<file path="config.mk">
export PLATFORM = sky130hd
export DESIGN_NAME = axil_read_arbiter
export DESIGN_NICKNAME = d
export VERILOG_FILES = /design/src/rtl/axil_arb_pkg.sv /design/src/rtl/axil_read_arbiter_rr_pick.sv /design/src/rtl/axil_read_arbiter.sv
export SDC_FILE = /design/constraint.sdc
export NUM_CORES = 1
export LEC_CHECK = 0
export BUFFER_PORTS_ARGS = -buffer_cell sky130_fd_sc_hd__buf_2
export CORE_MARGIN = 5
export CORE_UTILIZATION = 43
export CTS_CLUSTER_DIAMETER = 100
export DETAILED_ROUTE_END_ITERATION = 10
export GPL_ROUTABILITY_DRIVEN = 0
export PLACE_DENSITY = 0.84
export SLEW_MARGIN = 20
export SYNTH_ARGS = -nofsm -noshare
export SYNTH_HDL_FRONTEND = slang
export SYNTH_SLANG_ARGS = --single-unit
export TNS_END_PERCENT = 1
</file>
<file path="constraint.sdc">
create_clock -name M_AXI_ACLK -period 2.5 [get_ports M_AXI_ACLK]
set_clock_uncertainty 0.05 [all_clocks]
set_input_delay 0.125 -clock M_AXI_ACLK [delete_from_list [all_inputs] [get_ports M_AXI_ACLK]]
set_output_delay 0.125 -clock M_AXI_ACLK [all_outputs]
set_load 0.1 [all_outputs]
</file>
<file path="src/rtl/axil_arb_pkg.sv">
// Shared types and constants for the AXI4-Lite read arbiter.
// Holds the FSM encoding, the RRESP codes and the timeout-timer width helper.
package axil_arb_pkg;

  typedef enum logic [2:0] {
    StIdle,
    StAddr,
    StData,
    StResp,
    StRespTo,
    StDrain
  } arb_state_e;

  localparam logic [1:0] RespOkay   = 2'b00;
  localparam logic [1:0] RespExokay = 2'b01;
  localparam logic [1:0] RespSlverr = 2'b10;
  localparam logic [1:0] RespDecerr = 2'b11;

  // Wide enough to hold the value TIMEOUT_CYCLES itself.
  function automatic int unsigned timer_width(input int unsigned cycles);
    return $clog2(cycles + 1);
  endfunction

endpackage

</file>
<file path="src/rtl/axil_read_arbiter_rr_pick.sv">
// Combinational round-robin picker: first set request bit at or above ptr_i,
// wrapping modulo NUM_REQ. Returns the grant both one-hot and as an index.
module axil_read_arbiter_rr_pick #(
  parameter int unsigned NUM_REQ = 4,
  parameter int unsigned IdxW    = $clog2(NUM_REQ)
) (
  input  logic [NUM_REQ-1:0] req_i,
  input  logic [IdxW-1:0]    ptr_i,
  output logic [NUM_REQ-1:0] gnt_o,
  output logic [IdxW-1:0]    idx_o
);

  logic            found;
  logic [IdxW-1:0] cand;

  always_comb begin
    gnt_o = '0;
    idx_o = '0;
    found = 1'b0;
    cand  = '0;
    for (int unsigned k = 0; k < NUM_REQ; k++) begin
      cand = IdxW'((32'(ptr_i) + k) % NUM_REQ);
      if (!found && req_i[cand]) begin
        found       = 1'b1;
        gnt_o[cand] = 1'b1;
        idx_o       = cand;
      end
    end
  end

endmodule

</file>
<file path="src/rtl/axil_read_arbiter.sv">
// Round-robin arbiter sharing one AXI4-Lite read master among NUM_REQ clients.
// One AR/R transaction at a time, with an R-channel timeout and post-timeout drain.
module axil_read_arbiter
  import axil_arb_pkg::*;
#(
  parameter int unsigned NUM_REQ            = 4,
  parameter int unsigned C_M_AXI_ADDR_WIDTH = 32,
  parameter int unsigned C_M_AXI_DATA_WIDTH = 32,
  parameter int unsigned TIMEOUT_CYCLES     = 256
) (
  input  logic                                  M_AXI_ACLK,
  input  logic                                  M_AXI_ARESET,
  input  logic [NUM_REQ-1:0]                    REQ_VALID,
  input  logic [NUM_REQ*C_M_AXI_ADDR_WIDTH-1:0] REQ_ADDR,
  output logic [NUM_REQ-1:0]                    REQ_READY,
  output logic [NUM_REQ-1:0]                    RSP_VALID,
  output logic [C_M_AXI_DATA_WIDTH-1:0]         RSP_DATA,
  output logic                                  RSP_ERR,
  output logic                                  BUSY,
  output logic                                  M_AXI_ARVALID,
  output logic [C_M_AXI_ADDR_WIDTH-1:0]         M_AXI_ARADDR,
  input  logic                                  M_AXI_ARREADY,
  input  logic                                  M_AXI_RVALID,
  input  logic [C_M_AXI_DATA_WIDTH-1:0]         M_AXI_RDATA,
  input  logic [1:0]                            M_AXI_RRESP,
  output logic                                  M_AXI_RREADY
);

  localparam int unsigned AW     = C_M_AXI_ADDR_WIDTH;
  localparam int unsigned DW     = C_M_AXI_DATA_WIDTH;
  localparam int unsigned IdxW   = $clog2(NUM_REQ);
  localparam int unsigned TimerW = timer_width(TIMEOUT_CYCLES);

  arb_state_e         state_q, state_d;
  logic [IdxW-1:0]    rr_ptr_q, rr_ptr_d;
  logic [IdxW-1:0]    gnt_q, gnt_d;
  logic [TimerW-1:0]  timer_q, timer_d;
  logic               arvalid_q, arvalid_d;
  logic [AW-1:0]      araddr_q, araddr_d;
  logic               rready_q, rready_d;
  logic [NUM_REQ-1:0] req_ready_q, req_ready_d;
  logic [NUM_REQ-1:0] rsp_valid_q, rsp_valid_d;
  logic [DW-1:0]      rsp_data_q, rsp_data_d;
  logic               rsp_err_q, rsp_err_d;
  logic               busy_q, busy_d;

  logic [NUM_REQ-1:0] pick_gnt;
  logic [IdxW-1:0]    pick_idx;
  logic [AW-1:0]      sel_addr;
  logic [TimerW-1:0]  timer_inc;
  logic [NUM_REQ-1:0] gnt_onehot;
  logic [IdxW-1:0]    next_ptr;

  axil_read_arbiter_rr_pick #(
    .NUM_REQ (NUM_REQ),
    .IdxW    (IdxW)
  ) u_rr_pick (
    .req_i (REQ_VALID),
    .ptr_i (rr_ptr_q),
    .gnt_o (pick_gnt),
    .idx_o (pick_idx)
  );

  assign sel_addr   = REQ_ADDR[32'(pick_idx) * AW +: AW];
  assign timer_inc  = timer_q + TimerW'(1);
  assign gnt_onehot = NUM_REQ'(1) << gnt_q;
  assign next_ptr   = IdxW'((32'(gnt_q) + 32'd1) % NUM_REQ);

  always_comb begin
    state_d     = state_q;
    rr_ptr_d    = rr_ptr_q;
    gnt_d       = gnt_q;
    timer_d     = timer_q;
    arvalid_d   = arvalid_q;
    araddr_d    = araddr_q;
    rready_d    = rready_q;
    req_ready_d = '0;
    rsp_valid_d = '0;
    rsp_data_d  = rsp_data_q;
    rsp_err_d   = rsp_err_q;

    unique case (state_q)
      StIdle: begin
        if (|REQ_VALID) begin
          gnt_d       = pick_idx;
          araddr_d    = sel_addr & ~AW'(3);
          arvalid_d   = 1'b1;
          req_ready_d = pick_gnt;
          state_d     = StAddr;
        end
      end
      StAddr: begin
        if (M_AXI_ARREADY) begin
          arvalid_d = 1'b0;
          rready_d  = 1'b1;
          timer_d   = '0;
          state_d   = StData;
        end
      end
      StData: begin
        timer_d = timer_inc;
        // A beat arriving on the timeout cycle still counts as a normal response.
        if (M_AXI_RVALID) begin
          rsp_data_d  = M_AXI_RDATA;
          rsp_err_d   = (M_AXI_RRESP == RespSlverr) || (M_AXI_RRESP == RespDecerr);
          rready_d    = 1'b0;
          rsp_valid_d = gnt_onehot;
          state_d     = StResp;
        end else if (timer_inc == TimerW'(TIMEOUT_CYCLES)) begin
          rsp_data_d  = '0;
          rsp_err_d   = 1'b1;
          rsp_valid_d = gnt_onehot;
          state_d     = StRespTo;
        end
      end
      StResp: begin
        rr_ptr_d = next_ptr;
        state_d  = StIdle;
      end
      StRespTo: begin
        rr_ptr_d = next_ptr;
        // RREADY is already high here, so a beat now completes the drain.
        if (M_AXI_RVALID) begin
          rready_d = 1'b0;
          state_d  = StIdle;
        end else begin
          state_d = StDrain;
        end
      end
      StDrain: begin
        if (M_AXI_RVALID) begin
          rready_d = 1'b0;
          state_d  = StIdle;
        end
      end
      default: state_d = StIdle;
    endcase

    busy_d = (state_d != StIdle);
  end

  always_ff @(posedge M_AXI_ACLK or posedge M_AXI_ARESET) begin
    if (M_AXI_ARESET) begin
      state_q     <= StIdle;
      rr_ptr_q    <= '0;
      gnt_q       <= '0;
      timer_q     <= '0;
      arvalid_q   <= 1'b0;
      araddr_q    <= '0;
      rready_q    <= 1'b0;
      req_ready_q <= '0;
      rsp_valid_q <= '0;
      rsp_data_q  <= '0;
      rsp_err_q   <= 1'b0;
      busy_q      <= 1'b0;
    end else begin
      state_q     <= state_d;
      rr_ptr_q    <= rr_ptr_d;
      gnt_q       <= gnt_d;
      timer_q     <= timer_d;
      arvalid_q   <= arvalid_d;
      araddr_q    <= araddr_d;
      rready_q    <= rready_d;
      req_ready_q <= req_ready_d;
      rsp_valid_q <= rsp_valid_d;
      rsp_data_q  <= rsp_data_d;
      rsp_err_q   <= rsp_err_d;
      busy_q      <= busy_d;
    end
  end

  assign REQ_READY     = req_ready_q;
  assign RSP_VALID     = rsp_valid_q;
  assign RSP_DATA      = rsp_data_q;
  assign RSP_ERR       = rsp_err_q;
  assign BUSY          = busy_q;
  assign M_AXI_ARVALID = arvalid_q;
  assign M_AXI_ARADDR  = araddr_q;
  assign M_AXI_RREADY  = rready_q;

endmodule

</file>
After elaboration in Yosys (flattened, before gate mapping)
Cells that the tools add are included.

Magnitude comparators: 8. Muxes and demuxes: 51. Add/subtract/negate cells: 5. Equal/unequal tests: 11. Reduce and logical (&&, ||, !) cells: 25. Bitwise gates (word level): 3. Shift-type cells: 2.

Operators with widths (number): $shiftx 128x8->32 (1); $mux 32 (2); $mux 4 (9); $mux 3 (6); $pmux 9 s2 (1); $mux 1 (17); $pmux 3 s5 (1); $lt 2x3->1 const B (4); $or 4x4->4 (3); $add 9x1->9 const B (1); $eq 9x9->1 const B (1); $mux 9 (1); $bmux 1 s2 (4); $demux 1 s2 (4); $ge 2x1->1 const B (4); $mux 2 (4); $reduce_bool 2->1 (4); $logic_and 1x1->1 (7); $eq 3x2->1 const B (2); $eq 3x3->1 const B (2); $reduce_and 2->1 (3); $reduce_and 3->1 (2); $add 2x1->2 const B (2); $add 2x2->2 const B (2); 13 further kinds (18).

Bits of input ports: 170. Output and inout port bits: 76. Logic and storage cells: 117. Register bits: 90.

Depth between registers and ports, before layout
Depth after elaboration: 14. Mapped depth: 12. Depth with buffers taken out: 9.

Modules after synthesis
From an unflattened synthesis, not the netlist that was laid out.

Cell total of the unflattened synthesis: 359. Area, all modules: 4838.4 um^2.

By module, submodules not included: axil_read_arbiter (times used 1, cells an instance 313, sequential area each 2252.2 um^2, area each 4419.2 um^2); axil_read_arbiter_rr_pick (times used 1, cells an instance 46, sequential area each 0.0 um^2, area each 419.2 um^2).

Worst setup path before layout
Ideal clock, no wire load.

Kind: reg2reg. Start point: register rr_ptr_q[1]. End point: register araddr_q[15] (netlist: M_AXI_ARADDR[15]). Library setup time: 0.141 ns. Path slack: -0.293 ns. Stages on the path, launching flop included: 13. Clock period less this slack: 2.793 ns. Data arrival time: 2.603 ns. Data required time: 2.309 ns. Path buffers: 3. Cells stage by stage: dfrtp_1 -> clkbuf_1 -> inv_1 -> ha_1 -> mux4_2 -> clkinv_1 -> a21oi_1 -> mux2i_1 -> buf_4 -> buf_4 -> mux2i_1 -> mux2_4 -> o21ai_2.

Word-level cells in the longest chain between the ends: 13. Elaborated cells between the ends (all ways): 25. Classes of those cells: add/sub (3); shift (1); mux (15); reduce/logical (6).

RTL lines: from (decl) (RTL line axil_read_arbiter.sv:35) `logic [IdxW-1:0] rr_ptr_q, rr_ptr_d;`; from (signal assigned) (RTL line axil_read_arbiter.sv:158) `rr_ptr_q <= rr_ptr_d;`; branches (longest 11 deep; another with $add 2x1->2); $mux 2 (*) (RTL line axil_read_arbiter_rr_pick.sv:23) `if (!found && req_i[cand]) begin`; $shiftx 128x8->32 (*) (RTL line axil_read_arbiter.sv:64) `assign sel_addr = REQ_ADDR[32'(pick_idx) * AW +: AW];`; to (signal assigned) (RTL line axil_read_arbiter.sv:162) `araddr_q <= araddr_d;`; to (decl) (RTL line axil_read_arbiter.sv:39) `logic [AW-1:0] araddr_q, araddr_d;`.

Every way passes the cells marked *. The select of a mux whose other input is x is not followed. A chain may end at the register's enable or synchronous reset.

Worst setup path after layout
Start point: register rr_ptr_q[0]. End point: register araddr_q[21] (netlist: M_AXI_ARADDR[21]).

The elaborated chain is that of the path after synthesis.

==> results.txt <==
- The initial antenna violation count was 1.
- For this run, global-route usage on met2 was measured as about 37%.
- Crit Path Class: flop to flop
- Count of boundary I/O pins: ~250
- Post-detailed-route wirelength per cell: ~17 microns
* Global-route wire length before repair: 24,600 microns
- After synthesis, the share of flip-flops with an asynchronous set or reset is 100%.
- In this run the worst hold path is classified as input port to flop.
- During placement, the flow inserted port buffers numbering around 230.
- The worst setup path is launched from a flop.
- WP buf/inv: 3
* Global routing usage on met1: a little under a quarter
- Data arrival, critical path: roughly 2.7 ns
- Maximum fanout along the worst path: 20
- Walking the worst path, the cells encountered are buf_6 > mux4_2 > buf_4 > a211o_1 > a32o_2 > buf_12 > mux2_4 > o21ai_2.
* Period utilization: 101%
- Routed wire length: ~16,000 microns
* Layout cell share with drive strength beyond 1: between 40% and 50%
* Die area: approximately 15,000 sq um
* Effective utilization at floorplan: ~44%
- Before antenna repair, the detailed router went through 6 iterations.
- Setup violations remaining at the end of the flow were counted as 4.
* Height of the die: 122 microns
- Top FF cell, synth: sky130_fd_sc_hd__dfrtp_1
- Horiz. Die Dim: ~120 microns
- Clock Root Buffer: sky130_fd_sc_hd__clkbuf_16
- Total via count in the routed design: around 4,900
- Remaining antenna violation count: 0
- Number of buffers added by the clock tree synthesis step: 9
- Site row count: 40
* Failing checks: setup timing
* Worst endpoint required time: 2.72 ns
- STA classifies the critical path endpoint as a flop.
- Result of the run: finished with violations
* Post-synthesis area per instance: ~11 sq um
- Counting flops and latches in the post-synthesis netlist gives 90.
- Entering global routing, the biggest net connects 61 pins.
- Busiest grt layer: met2
- The share of the Yosys chip area taken by registers is 42.1%.
- The HPWL after detailed placement is about 12,000 microns.
- Total number of nets in the final design: 966
- The region available for standard cell placement spans 12,100 sq um.
- For this run, design rule violations remaining after detail routing come to 0.
- Tmin final: 2.53 ns
- After layout, the worst setup slack is -0.0256 ns.
- Counting every instance in the synthesized netlist gives 500.
- Highest cell delay on the worst timing path: about 0.6 ns
* GR met3 Demand/Resource: about 7.3%
- The number of global-route vias before repair is 5,101.
- CTS built an H-tree with a depth of 3.
* Pins Over Slew Limit: 0
* Clock network latency to the later pin of the worst-skew pair: 0.34 ns
- Relative to the synthesized area, the layout overhead comes to 42.9%.
- In this run, the number of DRC markers left after iteration 0 of detailed routing was 278.
- Yosys mapped a number of flops with a built-in enable equal to 0.
* Worst-path cell with the longest stage delay: sky130_fd_sc_hd__mux4_2
* Yosys warning count: 0
- Synthesized area: 5350 sq um
- All-layer global routing usage: 21.2%
* Count of filler cells inserted in the layout: 1,001
- For this run the aggregate overflow at the end of global routing stands at 0.
- After synthesis, the netlist uses 49 different library cells.
- Final Hold Vio Count: 0
- Clk buf depth: 2
* TNS Setup: -0.0429 ns
- Number of clock sinks: 90
- Using the TritonRoute via totals, the vias-per-cell ratio works out to between 5 and 6.
- Cell family with most CP delay: multiplexers
- Clock-pin slew was measured on the worst setup and hold paths at 0.07 ns.
- Measured against its own limit, the worst slew margin works out to 64.6%.
- For the pin with the worst max-slew slack, the measured transition is 0.531 ns.
- Number of max-cap violations: 0
- RSZ-0062 raised after global routing: yes
- TritonCTS clock tree: yes
- Fmax: 0.396 GHz
## path summary, 6_finish.rpt
kind | startpoint | endpoint | slack [ns] | depth (start not counted)
min in group asynchronous | M_AXI_ARESET | M_AXI_ARADDR[17] | 0.30 | 3
worst max register to register | rr_ptr_q[0] | M_AXI_ARADDR[21] | -0.03 | 8
worst max-delay path | rr_ptr_q[0] | M_AXI_ARADDR[21] | -0.03 | 8
worst min register to register | M_AXI_ARADDR[18] | M_AXI_ARADDR[18] | 0.43 | 2
worst min-delay path | REQ_ADDR[120] | M_AXI_ARADDR[24] | 0.16 | 4
max in group asynchronous | M_AXI_ARESET | RSP_DATA[16] | 1.40 | 4
## through the flow
step / cells / hold slack, ns / setup WS, ns / utilization, % / cell area, sq um
after global routing: 957 / 0.169 / -0.131 / 63.0 / 7640
after floorplan: 501 / 0.141 / -0.0436 / - / 5430
final: 960 / 0.163 / -0.0256 / 63.1 / 7640
after global placement: 898 / 0.135 / -0.0708 / 57.1 / 6910
after CTS: 952 / 0.148 / -0.0181 / 62.5 / 7570
after detailed placement: 898 / 0.138 / -0.103 / 57.1 / 6910
## state kept, by name, indices dropped and copies added, names as in the netlist
register       flops
REQ_READY          4
state_q            3
BUSY               1
RSP_DATA          32
gnt_q              2
RSP_ERR            1
RSP_VALID          4
M_AXI_ARADDR      30
M_AXI_ARVALID      1
M_AXI_RREADY       1
rr_ptr_q           2
timer_q            9
## cells in the final DEF (no fill, tap or decap), types with 3 or more instances in the layout
cell / count
sky130_fd_sc_hd__mux2i_1: 62
sky130_fd_sc_hd__dlygate4sd3_1: 36
sky130_fd_sc_hd__ha_1: 12
sky130_fd_sc_hd__a22oi_1: 6
sky130_fd_sc_hd__a22o_1: 37
sky130_fd_sc_hd__clkbuf_16: 9
sky130_fd_sc_hd__diode_2: 4
sky130_fd_sc_hd__a221oi_1: 4
sky130_fd_sc_hd__inv_1: 9
sky130_fd_sc_hd__mux2_4: 29
sky130_fd_sc_hd__nand3b_1: 3
sky130_fd_sc_hd__nor2b_1: 3
sky130_fd_sc_hd__buf_4: 30
sky130_fd_sc_hd__nand3_1: 5
sky130_fd_sc_hd__nand2_1: 53
sky130_fd_sc_hd__a21oi_1: 13
sky130_fd_sc_hd__nor2_1: 31
sky130_fd_sc_hd__buf_12: 8
sky130_fd_sc_hd__o22ai_1: 3
sky130_fd_sc_hd__o21ai_2: 29
sky130_fd_sc_hd__nand2b_1: 3
sky130_fd_sc_hd__clkinv_2: 3
sky130_fd_sc_hd__a31oi_1: 3
sky130_fd_sc_hd__dfrtp_1: 90
sky130_fd_sc_hd__o21ai_0: 20
sky130_fd_sc_hd__mux4_2: 3
sky130_fd_sc_hd__buf_2: 234
sky130_fd_sc_hd__nor3_1: 3
## per-layer routing
metal	vias to the layer above	wire length (microns)
met5	-	0
met4	0	501
met3	31	1390
met2	220	8080
met1	2285	5890
li1	2386	-
## area by class of cell
cell class	instances	area [sq um]	area share (%)
Sequential cell	90	2250	29.5
Timing Repair Buffer	310	1940	25.4
Multi-Input combinational cell	358	2890	37.9
Inverter	14	60.1	0.786
Tap cell	168	210	2.75
Clock inverter	7	52.6	0.688
Antenna cell	4	10.0	0.131
Clock buffer	9	225	2.95
## tightest hold or removal path: stages
cell and delay, ns:
sky130_fd_sc_hd__buf_2 0.09, sky130_fd_sc_hd__mux2i_1 0.11, sky130_fd_sc_hd__mux2_4 0.16, sky130_fd_sc_hd__o21ai_2 0.04
## cells in the mapped netlist, types with 3 or more instances
master | count | area [sq um]
sky130_fd_sc_hd__nor2b_1 | 3 | 18.8
sky130_fd_sc_hd__a221oi_1 | 4 | 35.0
sky130_fd_sc_hd__inv_1 | 13 | 48.8
sky130_fd_sc_hd__nand3_1 | 5 | 25.0
sky130_fd_sc_hd__ha_1 | 13 | 163
sky130_fd_sc_hd__a22oi_1 | 6 | 45.0
sky130_fd_sc_hd__o21ai_0 | 20 | 100
sky130_fd_sc_hd__a31oi_1 | 3 | 18.8
sky130_fd_sc_hd__buf_2 | 5 | 25.0
sky130_fd_sc_hd__buf_6 | 6 | 67.6
sky130_fd_sc_hd__nor3_1 | 3 | 15.0
sky130_fd_sc_hd__mux4_2 | 3 | 67.6
sky130_fd_sc_hd__nand2_1 | 54 | 203
sky130_fd_sc_hd__o21ai_1 | 4 | 20.0
sky130_fd_sc_hd__a21oi_1 | 14 | 70.1
sky130_fd_sc_hd__buf_4 | 8 | 60.1
sky130_fd_sc_hd__o22ai_1 | 4 | 25.0
sky130_fd_sc_hd__mux2i_1 | 65 | 651
sky130_fd_sc_hd__nor2_1 | 32 | 120
sky130_fd_sc_hd__clkbuf_1 | 20 | 75.1
sky130_fd_sc_hd__a22o_1 | 37 | 324
sky130_fd_sc_hd__o21ai_2 | 27 | 236
sky130_fd_sc_hd__nand2b_1 | 3 | 18.8
sky130_fd_sc_hd__nand3b_1 | 3 | 22.5
sky130_fd_sc_hd__dfrtp_1 | 90 | 2250
sky130_fd_sc_hd__mux2_4 | 29 | 435
## logic make-up after synthesis
family,after synthesis,synth area share [%]
flip-flops,90,42.1
AND/OR/NAND/NOR,116,9.73
buffers and inverters,53,5.24
other,1,0.0701
AO/OA/AOI/OAI,129,18.1
adder cells (fa/ha/maj),13,3.04
multiplexers,98,21.8
## repair_timing
| item | 4_1_cts | 5_1_grt |
|---|---|---|
| gates resized for setup | 1 | 9 |
| setup endpoints to repair | 29 | 30 |
| endpoints found under the hold margin | 65 | 0 |
| pin swaps | 1 | 1 |
| buffers inserted | 2 | 4 |
| hold buffers | 36 | 0 |
Power is left out: the tool's default activity adds up to more than one toggle a clock period on the data nets, which glitch-free logic cannot reach.
